`src/rtl/bus_pkg.sv`:
```
// Shared bus constants, STATUS layout and UART FSM state type for the peripheral window.
package bus_pkg;

  localparam logic [31:0] UART_BASE  = 32'h8000_0000;
  localparam logic [2:0]  OFF_TXDATA = 3'd0;
  localparam logic [2:0]  OFF_STATUS = 3'd4;

  localparam int unsigned DATA_W    = 32;
  localparam int unsigned BYTE_W    = 8;
  localparam int unsigned BAUD_W    = 16;
  localparam int unsigned BIT_IDX_W = 3;
  localparam int unsigned FIFO_AW   = 2;
  localparam int unsigned FIFO_CW   = 3;

  localparam int unsigned ST_FULL    = 0;
  localparam int unsigned ST_EMPTY   = 1;
  localparam int unsigned ST_BUSY    = 2;
  localparam int unsigned ST_OVF     = 3;
  localparam int unsigned ST_CNT_LSB = 4;

  typedef enum logic [1:0] {
    IDLE  = 2'd0,
    START = 2'd1,
    DATA  = 2'd2,
    STOP  = 2'd3
  } uart_state_t;

endpackage

```
`src/rtl/uart_tx_fifo.sv`:
```
// 4x8 circular transmit buffer; pushes while full and pops while empty are ignored.
module uart_tx_fifo
  import bus_pkg::*;
#(
  parameter int unsigned DEPTH = 4
) (
  input  logic                clk,
  input  logic                reset,
  input  logic                push,
  input  logic                pop,
  input  logic [BYTE_W-1:0]   din,
  output logic [BYTE_W-1:0]   dout,
  output logic [FIFO_CW-1:0]  count,
  output logic                full,
  output logic                empty
);

  logic [BYTE_W-1:0]  mem_q [DEPTH];
  logic [FIFO_AW-1:0] wr_ptr_q, wr_ptr_d;
  logic [FIFO_AW-1:0] rd_ptr_q, rd_ptr_d;
  logic [FIFO_CW-1:0] count_q, count_d;
  logic               push_ok, pop_ok;

  assign full    = (count_q == FIFO_CW'(DEPTH));
  assign empty   = (count_q == '0);
  assign count   = count_q;
  assign dout    = mem_q[rd_ptr_q];
  assign push_ok = push && !full;
  assign pop_ok  = pop && !empty;

  // Pointer and occupancy update; pointers wrap naturally at the 2-bit boundary
  always_comb begin
    wr_ptr_d = wr_ptr_q;
    rd_ptr_d = rd_ptr_q;
    count_d  = count_q;
    if (push_ok) wr_ptr_d = wr_ptr_q + FIFO_AW'(1);
    if (pop_ok)  rd_ptr_d = rd_ptr_q + FIFO_AW'(1);
    case ({push_ok, pop_ok})
      2'b10:   count_d = count_q + FIFO_CW'(1);
      2'b01:   count_d = count_q - FIFO_CW'(1);
      default: count_d = count_q;
    endcase
  end

  // Control state flops
  always_ff @(posedge clk or posedge reset) begin
    if (reset) begin
      wr_ptr_q <= '0;
      rd_ptr_q <= '0;
      count_q  <= '0;
    end else begin
      wr_ptr_q <= wr_ptr_d;
      rd_ptr_q <= rd_ptr_d;
      count_q  <= count_d;
    end
  end

  // Storage array; contents are don't-care until written
  always_ff @(posedge clk) begin
    if (push_ok) mem_q[wr_ptr_q] <= din;
  end

endmodule

```
`src/rtl/mmio_uart_tx.sv`:
```
// Memory-mapped 8N1 UART transmitter: bus decode, status/ack registers, overflow flag and serialiser FSM.
module mmio_uart_tx
  import bus_pkg::*;
#(
  parameter int unsigned CLKS_PER_BIT = 16,
  parameter int unsigned FIFO_DEPTH   = 4
) (
  input  logic              clk,
  input  logic              reset,
  input  logic              en,
  input  logic [2:0]        address,
  input  logic              read,
  input  logic              write,
  input  logic [DATA_W-1:0] write_data,
  output logic [DATA_W-1:0] read_data,
  output logic              ack,
  output logic              tx
);

  uart_state_t          state_q, state_d;
  logic [BAUD_W-1:0]    baud_q, baud_d;
  logic [BIT_IDX_W-1:0] idx_q, idx_d, idx_nxt;
  logic [BYTE_W-1:0]    shift_q, shift_d;
  logic                 tx_q, tx_d;
  logic                 ack_q, ack_d;
  logic [DATA_W-1:0]    read_data_q, read_data_d;
  logic                 ovf_q, ovf_d;

  logic                 acc, wr_acc, rd_acc, is_status, baud_last;
  logic                 fifo_push, fifo_pop, fifo_full, fifo_empty;
  logic [BYTE_W-1:0]    fifo_dout;
  logic [FIFO_CW-1:0]   fifo_count;
  logic [DATA_W-1:0]    status_c;
  logic                 unused_bits;

  assign unused_bits = ^{address[1:0], write_data[DATA_W-1:BYTE_W]};

  assign is_status = (address[2] == OFF_STATUS[2]);
  assign acc       = en && (read || write);
  assign wr_acc    = en && write;
  assign rd_acc    = en && read && !write;
  assign fifo_push = wr_acc && !is_status;
  assign baud_last = (baud_q == BAUD_W'(CLKS_PER_BIT - 1));
  assign idx_nxt   = idx_q + BIT_IDX_W'(1);

  uart_tx_fifo #(.DEPTH(FIFO_DEPTH)) u_fifo (
    .clk   (clk),
    .reset (reset),
    .push  (fifo_push),
    .pop   (fifo_pop),
    .din   (write_data[BYTE_W-1:0]),
    .dout  (fifo_dout),
    .count (fifo_count),
    .full  (fifo_full),
    .empty (fifo_empty)
  );

  // STATUS view of the pre-edge state
  always_comb begin
    status_c                                 = '0;
    status_c[ST_FULL]                        = fifo_full;
    status_c[ST_EMPTY]                       = fifo_empty;
    status_c[ST_BUSY]                        = (state_q != IDLE);
    status_c[ST_OVF]                         = ovf_q;
    status_c[ST_CNT_LSB +: FIFO_CW]          = fifo_count;
  end

  // Bus response and sticky overflow; a dropped push sets it, a STATUS write of bit 3 clears it
  always_comb begin
    ack_d       = acc;
    read_data_d = '0;
    ovf_d       = ovf_q;
    if (rd_acc && is_status) read_data_d = status_c;
    if (fifo_push && fifo_full) ovf_d = 1'b1;
    else if (wr_acc && is_status && write_data[ST_OVF]) ovf_d = 1'b0;
  end

  // Serialiser next state; tx is registered from the next-state values so it lines up with the state
  always_comb begin
    state_d  = state_q;
    baud_d   = baud_q;
    idx_d    = idx_q;
    shift_d  = shift_q;
    tx_d     = tx_q;
    fifo_pop = 1'b0;
    case (state_q)
      IDLE: begin
        tx_d = 1'b1;
        if (!fifo_empty) begin
          fifo_pop = 1'b1;
          shift_d  = fifo_dout;
          baud_d   = '0;
          state_d  = START;
          tx_d     = 1'b0;
        end
      end
      START: begin
        if (baud_last) begin
          baud_d  = '0;
          idx_d   = '0;
          state_d = DATA;
          tx_d    = shift_q[0];
        end else begin
          baud_d = baud_q + BAUD_W'(1);
        end
      end
      DATA: begin
        if (baud_last) begin
          baud_d = '0;
          if (idx_q == BIT_IDX_W'(7)) begin
            state_d = STOP;
            tx_d    = 1'b1;
          end else begin
            idx_d = idx_nxt;
            tx_d  = shift_q[idx_nxt];
          end
        end else begin
          baud_d = baud_q + BAUD_W'(1);
        end
      end
      STOP: begin
        if (baud_last) begin
          baud_d = '0;
          if (!fifo_empty) begin
            fifo_pop = 1'b1;
            shift_d  = fifo_dout;
            state_d  = START;
            tx_d     = 1'b0;
          end else begin
            state_d = IDLE;
            tx_d    = 1'b1;
          end
        end else begin
          baud_d = baud_q + BAUD_W'(1);
        end
      end
      default: begin
        state_d = IDLE;
        tx_d    = 1'b1;
      end
    endcase
  end

  // State register
  always_ff @(posedge clk or posedge reset) begin
    if (reset) begin
      state_q     <= IDLE;
      baud_q      <= '0;
      idx_q       <= '0;
      shift_q     <= '0;
      tx_q        <= 1'b1;
      ack_q       <= 1'b0;
      read_data_q <= '0;
      ovf_q       <= 1'b0;
    end else begin
      state_q     <= state_d;
      baud_q      <= baud_d;
      idx_q       <= idx_d;
      shift_q     <= shift_d;
      tx_q        <= tx_d;
      ack_q       <= ack_d;
      read_data_q <= read_data_d;
      ovf_q       <= ovf_d;
    end
  end

  assign tx        = tx_q;
  assign ack       = ack_q;
  assign read_data = read_data_q;

endmodule

```
`config.mk`:
```
export PLATFORM = sky130hd
export DESIGN_NAME = mmio_uart_tx
export DESIGN_NICKNAME = d
export VERILOG_FILES = /design/src/rtl/bus_pkg.sv /design/src/rtl/uart_tx_fifo.sv /design/src/rtl/mmio_uart_tx.sv
export SDC_FILE = /design/constraint.sdc
export NUM_CORES = 1
export LEC_CHECK = 0
export BUFFER_PORTS_ARGS = -buffer_cell sky130_fd_sc_hd__clkbuf_2
export CORE_UTILIZATION = 58
export CTS_CLUSTER_SIZE = 40
export DETAILED_ROUTE_END_ITERATION = 10
export PLACE_DENSITY = 0.95
export SYNTH_ARGS = -nofsm -noshare
export SYNTH_HDL_FRONTEND = slang
export SYNTH_HIERARCHICAL = 1
export SYNTH_SLANG_ARGS = --single-unit
```
`constraint.sdc`:
```
create_clock -name clk -period 4.4 [get_ports clk]
set_input_delay 1.32 -clock clk [delete_from_list [all_inputs] [get_ports clk]]
set_output_delay 1.32 -clock clk [all_outputs]
set_load 0.005 [all_outputs]
```
* After elaboration in Yosys (flattened, before gate mapping)
Memories as Yosys holds them, arrays and structs flattened.
Index checks and enable logic that the tools add are counted.
** Word-level totals
- Register bits :: 71
- Memory bits (writable) :: 32
- Input port bits :: 40
- Output and inout bits :: 34
- Word-level logic and storage cells :: 95
- Memories :: 1
** Cells by class
- $add $sub $neg :: 6
- Magnitude comparators :: 1
- Equality and inequality tests :: 14
- Multiplexer cells :: 34
- Reductions and logical operators :: 28
** Memories
- u_fifo.mem_q :: words 4, bits a word 8, read ports 1, clocked after memory_dff 0, wr ports 1, line uart_tx_fifo.sv:18 : logic [BYTE_W-1:0] mem_q [DEPTH];
** Operator list (count)
- $mux 16 :: 2
- $pmux 16 s2 :: 1
- $add 16x1->16 const B :: 1
- $eq 16x4->1 const B :: 1
- $mux 8 :: 2
- $pmux 8 s2 :: 1
- $mux 1 :: 13
- $ne 2x2->1 const B :: 6
- $pmux 3 s2 :: 2
- $logic_and 1x1->1 :: 11
- $mux 2 :: 5
- $reduce_bool 2->1 :: 5
- $mux 3 :: 3
- $pmux 2 s4 :: 1
- $mux 7 :: 1
- $add 3x1->3 const B :: 2
- $eq 2x2->1 const B :: 3
- $eq 3x3->1 const B :: 2
- $reduce_and 5->1 :: 1
- $add 2x1->2 const B :: 2
- $eq 2x1->1 const B :: 2
- $logic_not 1->1 :: 4
- $lt 3x4->1 const B :: 1
- $pmux 1 s4 :: 1
- other kinds (10) :: 10

* Longest topological paths before layout
- Word-level depth :: 7
- Mapped depth :: 13
- Gate-level depth less buffers :: 12

* Hierarchy
Netlist, hierarchy kept.
** By module, submodules not included
- mmio_uart_tx :: times used 1, cells an instance 217, area an instance 2208.4 um^2
- uart_tx_fifo :: times used 1, cells an instance 80, area an instance 1596.5 um^2

* Worst setup path after synthesis
OpenSTA, ideal clock, no wires.
- Path type :: register to register
- Start point :: register baud_q[0]
- End point :: register u_fifo.count_q[2], in the netlist u_fifo/count[2]
- Data arrival time :: 2.631 ns
- Data required time :: 4.321 ns
- Slack :: 1.689 ns
- Stages on the path, launching flop included :: 14
- Path buffers :: 1
- Period minus slack after synthesis :: 2.711 ns
- Cells stage by stage :: dfrtp_1 -> ha_1 -> nor4bb_1 -> and4_1 -> buf_1 -> a21oi_1 -> nor3_1 -> o31a_2 -> ha_1 -> inv_1 -> fa_1 -> xor2_1 -> nor2_1 -> xor2_1
** On the way
- Cells in the longest elaborated chain, start to end :: 6
- Elaborated cells on any way between the ends :: 8
- Those cells by class :: 3 x eq/ne; 3 x mux; 2 x reduce/logical
** Ends and longest elaborated chain
- start, declared :: line mmio_uart_tx.sv:21 : logic [BAUD_W-1:0] baud_q, baud_d;
- start signal, assigned :: line mmio_uart_tx.sv:157 : baud_q <= baud_d;
- $eq 16x4->1 * :: line mmio_uart_tx.sv:43 : assign baud_last = (baud_q == BAUD_W'(CLKS_PER_BIT - 1));
- $mux 1 * :: line mmio_uart_tx.sv:122 : if (baud_last) begin
- $pmux 1 s2 * :: line mmio_uart_tx.sv:86 : case (state_q)
- named net fifo_pop :: line mmio_uart_tx.sv:30 : logic fifo_push, fifo_pop, fifo_full, fifo_empty;
- $logic_and 1x1->1 * :: line uart_tx_fifo.sv:29 : assign pop_ok = pop && !empty;
- named net u_fifo.pop_ok :: line uart_tx_fifo.sv:22 : logic push_ok, pop_ok;
- $eq 2x1->1 or $eq 2x2->1 (tied branches) :: line uart_tx_fifo.sv:38 : case ({push_ok, pop_ok})
- $pmux 3 s2 or $reduce_bool 2->1 (tied branches)
- end signal, assigned :: line uart_tx_fifo.sv:54 : count_q <= count_d;
- end, declared :: line uart_tx_fifo.sv:21 : logic [FIFO_CW-1:0] count_q, count_d;
Mark *: on every way through the listed nets, which the timed path passes. The rest lies on a longest branch.
A chain may end at the register's enable or synchronous reset.

* Worst setup path in the final report
Same ends and word-level chain as after synthesis.

==> impl_metrics.tcl <==
set metrics [dict create \
    numCtsBuffers 9 \
    powerDensity_nw_per_um2 568 \
    hold_class "reg2reg" \
    syn_area_um2 3800 \
    die_w_um 83.0 \
    viasPerCell 5.72 \
    worst-slew-pin-transition_ps 746 \
    cts_tree "built" \
    nets 377 \
    peakVddDrop_mv 0.467 \
    grt_pass1_vias 2427 \
    regToRegStartpoint "baud_q[0]$_DFFE_PP0P_" \
    whs_path_depth 1 \
    endpoint_kind "flop" \
    top_usage_layer "met2" \
    synth_area_leaders "dfrtp_1 (30%), edfxtp_1 (25%), mux4_2 (5.3%), buf_4 (4.9%), ha_1 (4.3%)" \
    clkTransAtPathRegs_ps 80 \
    hold_buffers 0 \
    finalMaxSlewViolations 0 \
    rr_worst_depth 12 \
    synth_top_area_share_pct 29.6 \
    htree_levels 3 \
    antenna_found_initial 0 \
    drv_cap 0 \
    critPathLaunchType "flop" \
    drive_above_1_share_pct 21.0 \
    yosysWarnings 6 \
    dp_hpwl_um 4570 \
    period_minus_slack_ps 3050 \
    synth-edff-count 32 \
    drt-total-wl_um 6460 \
    die_area_um2 6890 \
    vias 2315 \
    fin_skew_ps 8.54 \
    p_leak_nw 1.70 \
    cts.sinks 78 \
    finish.utilization_pct 64.4 \
    synth_top_cell_by_area "dfrtp_1" \
    max_freq_mhz 328 \
    cts.repair.resized 0 \
    grt_max_degree 38 \
    status "finished clean" \
    drtIter0Drc 234 \
    area_growth_pct 7.43 \
    synth_ff_type "dfrtp_1" \
    portBuffers 22 \
    fin_total_pwr_mw 2.32 \
    min_delay_worst_endpoint "shift_q[7]$_DFFE_PP0P_" \
    reg2reg_to "u_fifo/count[2]$_DFFE_PP0P_" \
    root_buffer "clkbuf_8" \
    grt_usage_pct 20.7 \
    yosysMostFrequentCell "dfrtp_1" \
    post_cts_buffers 0 \
    chipHeight_um 83.0 \
    setup_viol 0 \
    rsz0062_at_grt "no" \
    avgSynthCellArea_um2 12.8 \
    cp_max_fo 8 \
    n_fill_cell 416 \
    seq_area_frac_synth_pct 55.5 \
    worst_ep_required_time_ps 4670 \
    ioPinCount 74 \
    max_slew_margin_pct 50.1 \
    reg2reg_slack_ps 1350 \
    use_met2_pct 36.8 \
    async_flop_share_pct 59.0 \
    ant_nets 0 \
    clock_latency_ps 350 \
    drc_errors 0 \
    firstDrtPassIters 6 \
    fin_crit_sh_pct 69.2 \
    critPathArrivalTime_ps 3320 \
    grt_util_met3_pct 5.47 \
    grt_pass1_wl_um 11200 \
    start_util_pct 59.9 \
    fp.coreArea_um2 6350 \
    gp_congestion 0.792 \
    use_met1_pct 23.7 \
    diodes 0 \
    wl_per_cell_um 15.9 \
    ys_ff_latch 78 \
    clock_path_buffers 2 \
    hp-start "shift_q[7]$_DFFE_PP0P_" \
    synth_common_cells "dfrtp_1 (45), edfxtp_1 (32), buf_4 (25)" \
    ys_types 59 \
    path_class "reg2reg" \
    hold_violations 0 \
    rows 29 \
    grt.overflow.total 0 \
    totalNegativeSetupSlack_ps 0 \
    syn_inst 297 \
]
flip-flops by register name, summed over array words and instances, names as in the netlist:
signal / count
ack: 1
baud_q: 16
idx_q: 3
ovf_q: 1
read_data: 7
shift_q: 8
state_q: 2
tx: 1
u_fifo/count: 3
u_fifo/mem_q: 32
u_fifo/rd_ptr_q: 2
u_fifo/wr_ptr_q: 2
layout by cell type, fill, tap and decap left out, types with 3 or more instances in the layout:
cell type / Yosys / final
a21oi_1: 10 / 10
a31oi_1: 3 / 3
and2_1: 7 / 7
and2_2: 5 / 5
clkbuf_2: 1 / 22
clkbuf_8: 0 / 9
conb_1: 1 / 25
dfrtp_1: 45 / 45
edfxtp_1: 32 / 32
ha_1: 13 / 13
inv_1: 14 / 14
mux2_2: 9 / 9
mux2i_1: 5 / 5
mux4_2: 9 / 9
nand2_1: 16 / 16
nand3_1: 6 / 6
nand4_1: 6 / 6
nor2_1: 12 / 12
nor3_1: 6 / 6
o21ai_0: 8 / 8
o31ai_1: 4 / 4
or4_1: 5 / 5
xnor2_1: 6 / 6
xor2_1: 6 / 6
layout make-up:
class / instances / area, µm² / share of cell area (%)
Clock buffer: 9 / 124 / 3.03
Multi-Input combinational cell: 197 / 1510 / 36.8
Sequential cell: 78 / 2110 / 51.7
Tap cell: 77 / 96.3 / 2.36
Inverter: 14 / 52.6 / 1.29
Clock inverter: 7 / 78.8 / 1.93
Timing Repair Buffer: 23 / 118 / 2.88
through the flow:
stage                     std cells  setup WS, ps  area, µm²  hold WS (ps)
after global placement          389          1540       3880           483
after global routing            405           976       4090           531
after floorplan                 321          1690       3890           461
final                           405          1350       4090           512
after CTS                       405          1380       4090           516
after detailed placement        389          1400       3880           498
critical path, cell delays in order, from the launching register on:
cell and delay [ps]:
dfrtp_1 400, ha_1 200, nor4bb_1 370, and4_1 440, a21oi_1 120, nor3_1 130
o31a_2 210, ha_1 190, inv_1 60, fa_1 370, xor2_1 160, nor2_1 120
xor2_1 190
logic make-up (layout without fill, tap and decap cells):
kind of cell | count (synthesis) | count (layout) | share of synthesized area, %
and+or+nand+nor | 81 | 81 | 12.5
xor gates and xnor gates | 12 | 12 | 2.76
AOI/OAI and AO/OA | 41 | 41 | 7.37
buffers and inverters | 46 | 53 | 7.27
adders and majority gates | 14 | 14 | 4.80
other | 1 | 25 | 0.0986
DFF | 78 | 78 | 55.5
muxes | 24 | 24 | 9.70
worst max-delay path by stage:
| stage | from | to | slack (ps) | depth (start not counted) |
|---|---|---|---|---|
| floorplan | baud_q[0]$_DFFE_PP0P_ | u_fifo/count[2]$_DFFE_PP0P_ | 1690 | 13 |
| global placement | baud_q[0]$_DFFE_PP0P_ | u_fifo/count[2]$_DFFE_PP0P_ | 1540 | 12 |
| detailed placement | baud_q[0]$_DFFE_PP0P_ | u_fifo/count[2]$_DFFE_PP0P_ | 1400 | 12 |
| CTS | baud_q[0]$_DFFE_PP0P_ | u_fifo/count[2]$_DFFE_PP0P_ | 1380 | 12 |
| global route | baud_q[0]$_DFFE_PP0P_ | u_fifo/count[2]$_DFFE_PP0P_ | 980 | 12 |
| finish | baud_q[0]$_DFFE_PP0P_ | u_fifo/count[2]$_DFFE_PP0P_ | 1350 | 12 |
layer usage:
metal  share of wire [%]  vias up
met1                  41     1165
met3                 3.5        9
met5                   0        -
met4                 1.5        0
li1                    -     1085
met2                  54       56
power breakdown:
| group | internal [mW] | switching (mW) | total (mW) |
|---|---|---|---|
| Sequential | 0.895 | 0.150 | 1.05 |
| Combinational | 0.372 | 0.369 | 0.741 |
| Clock | 0.269 | 0.267 | 0.536 |
(Power assumes the default switching activity.)
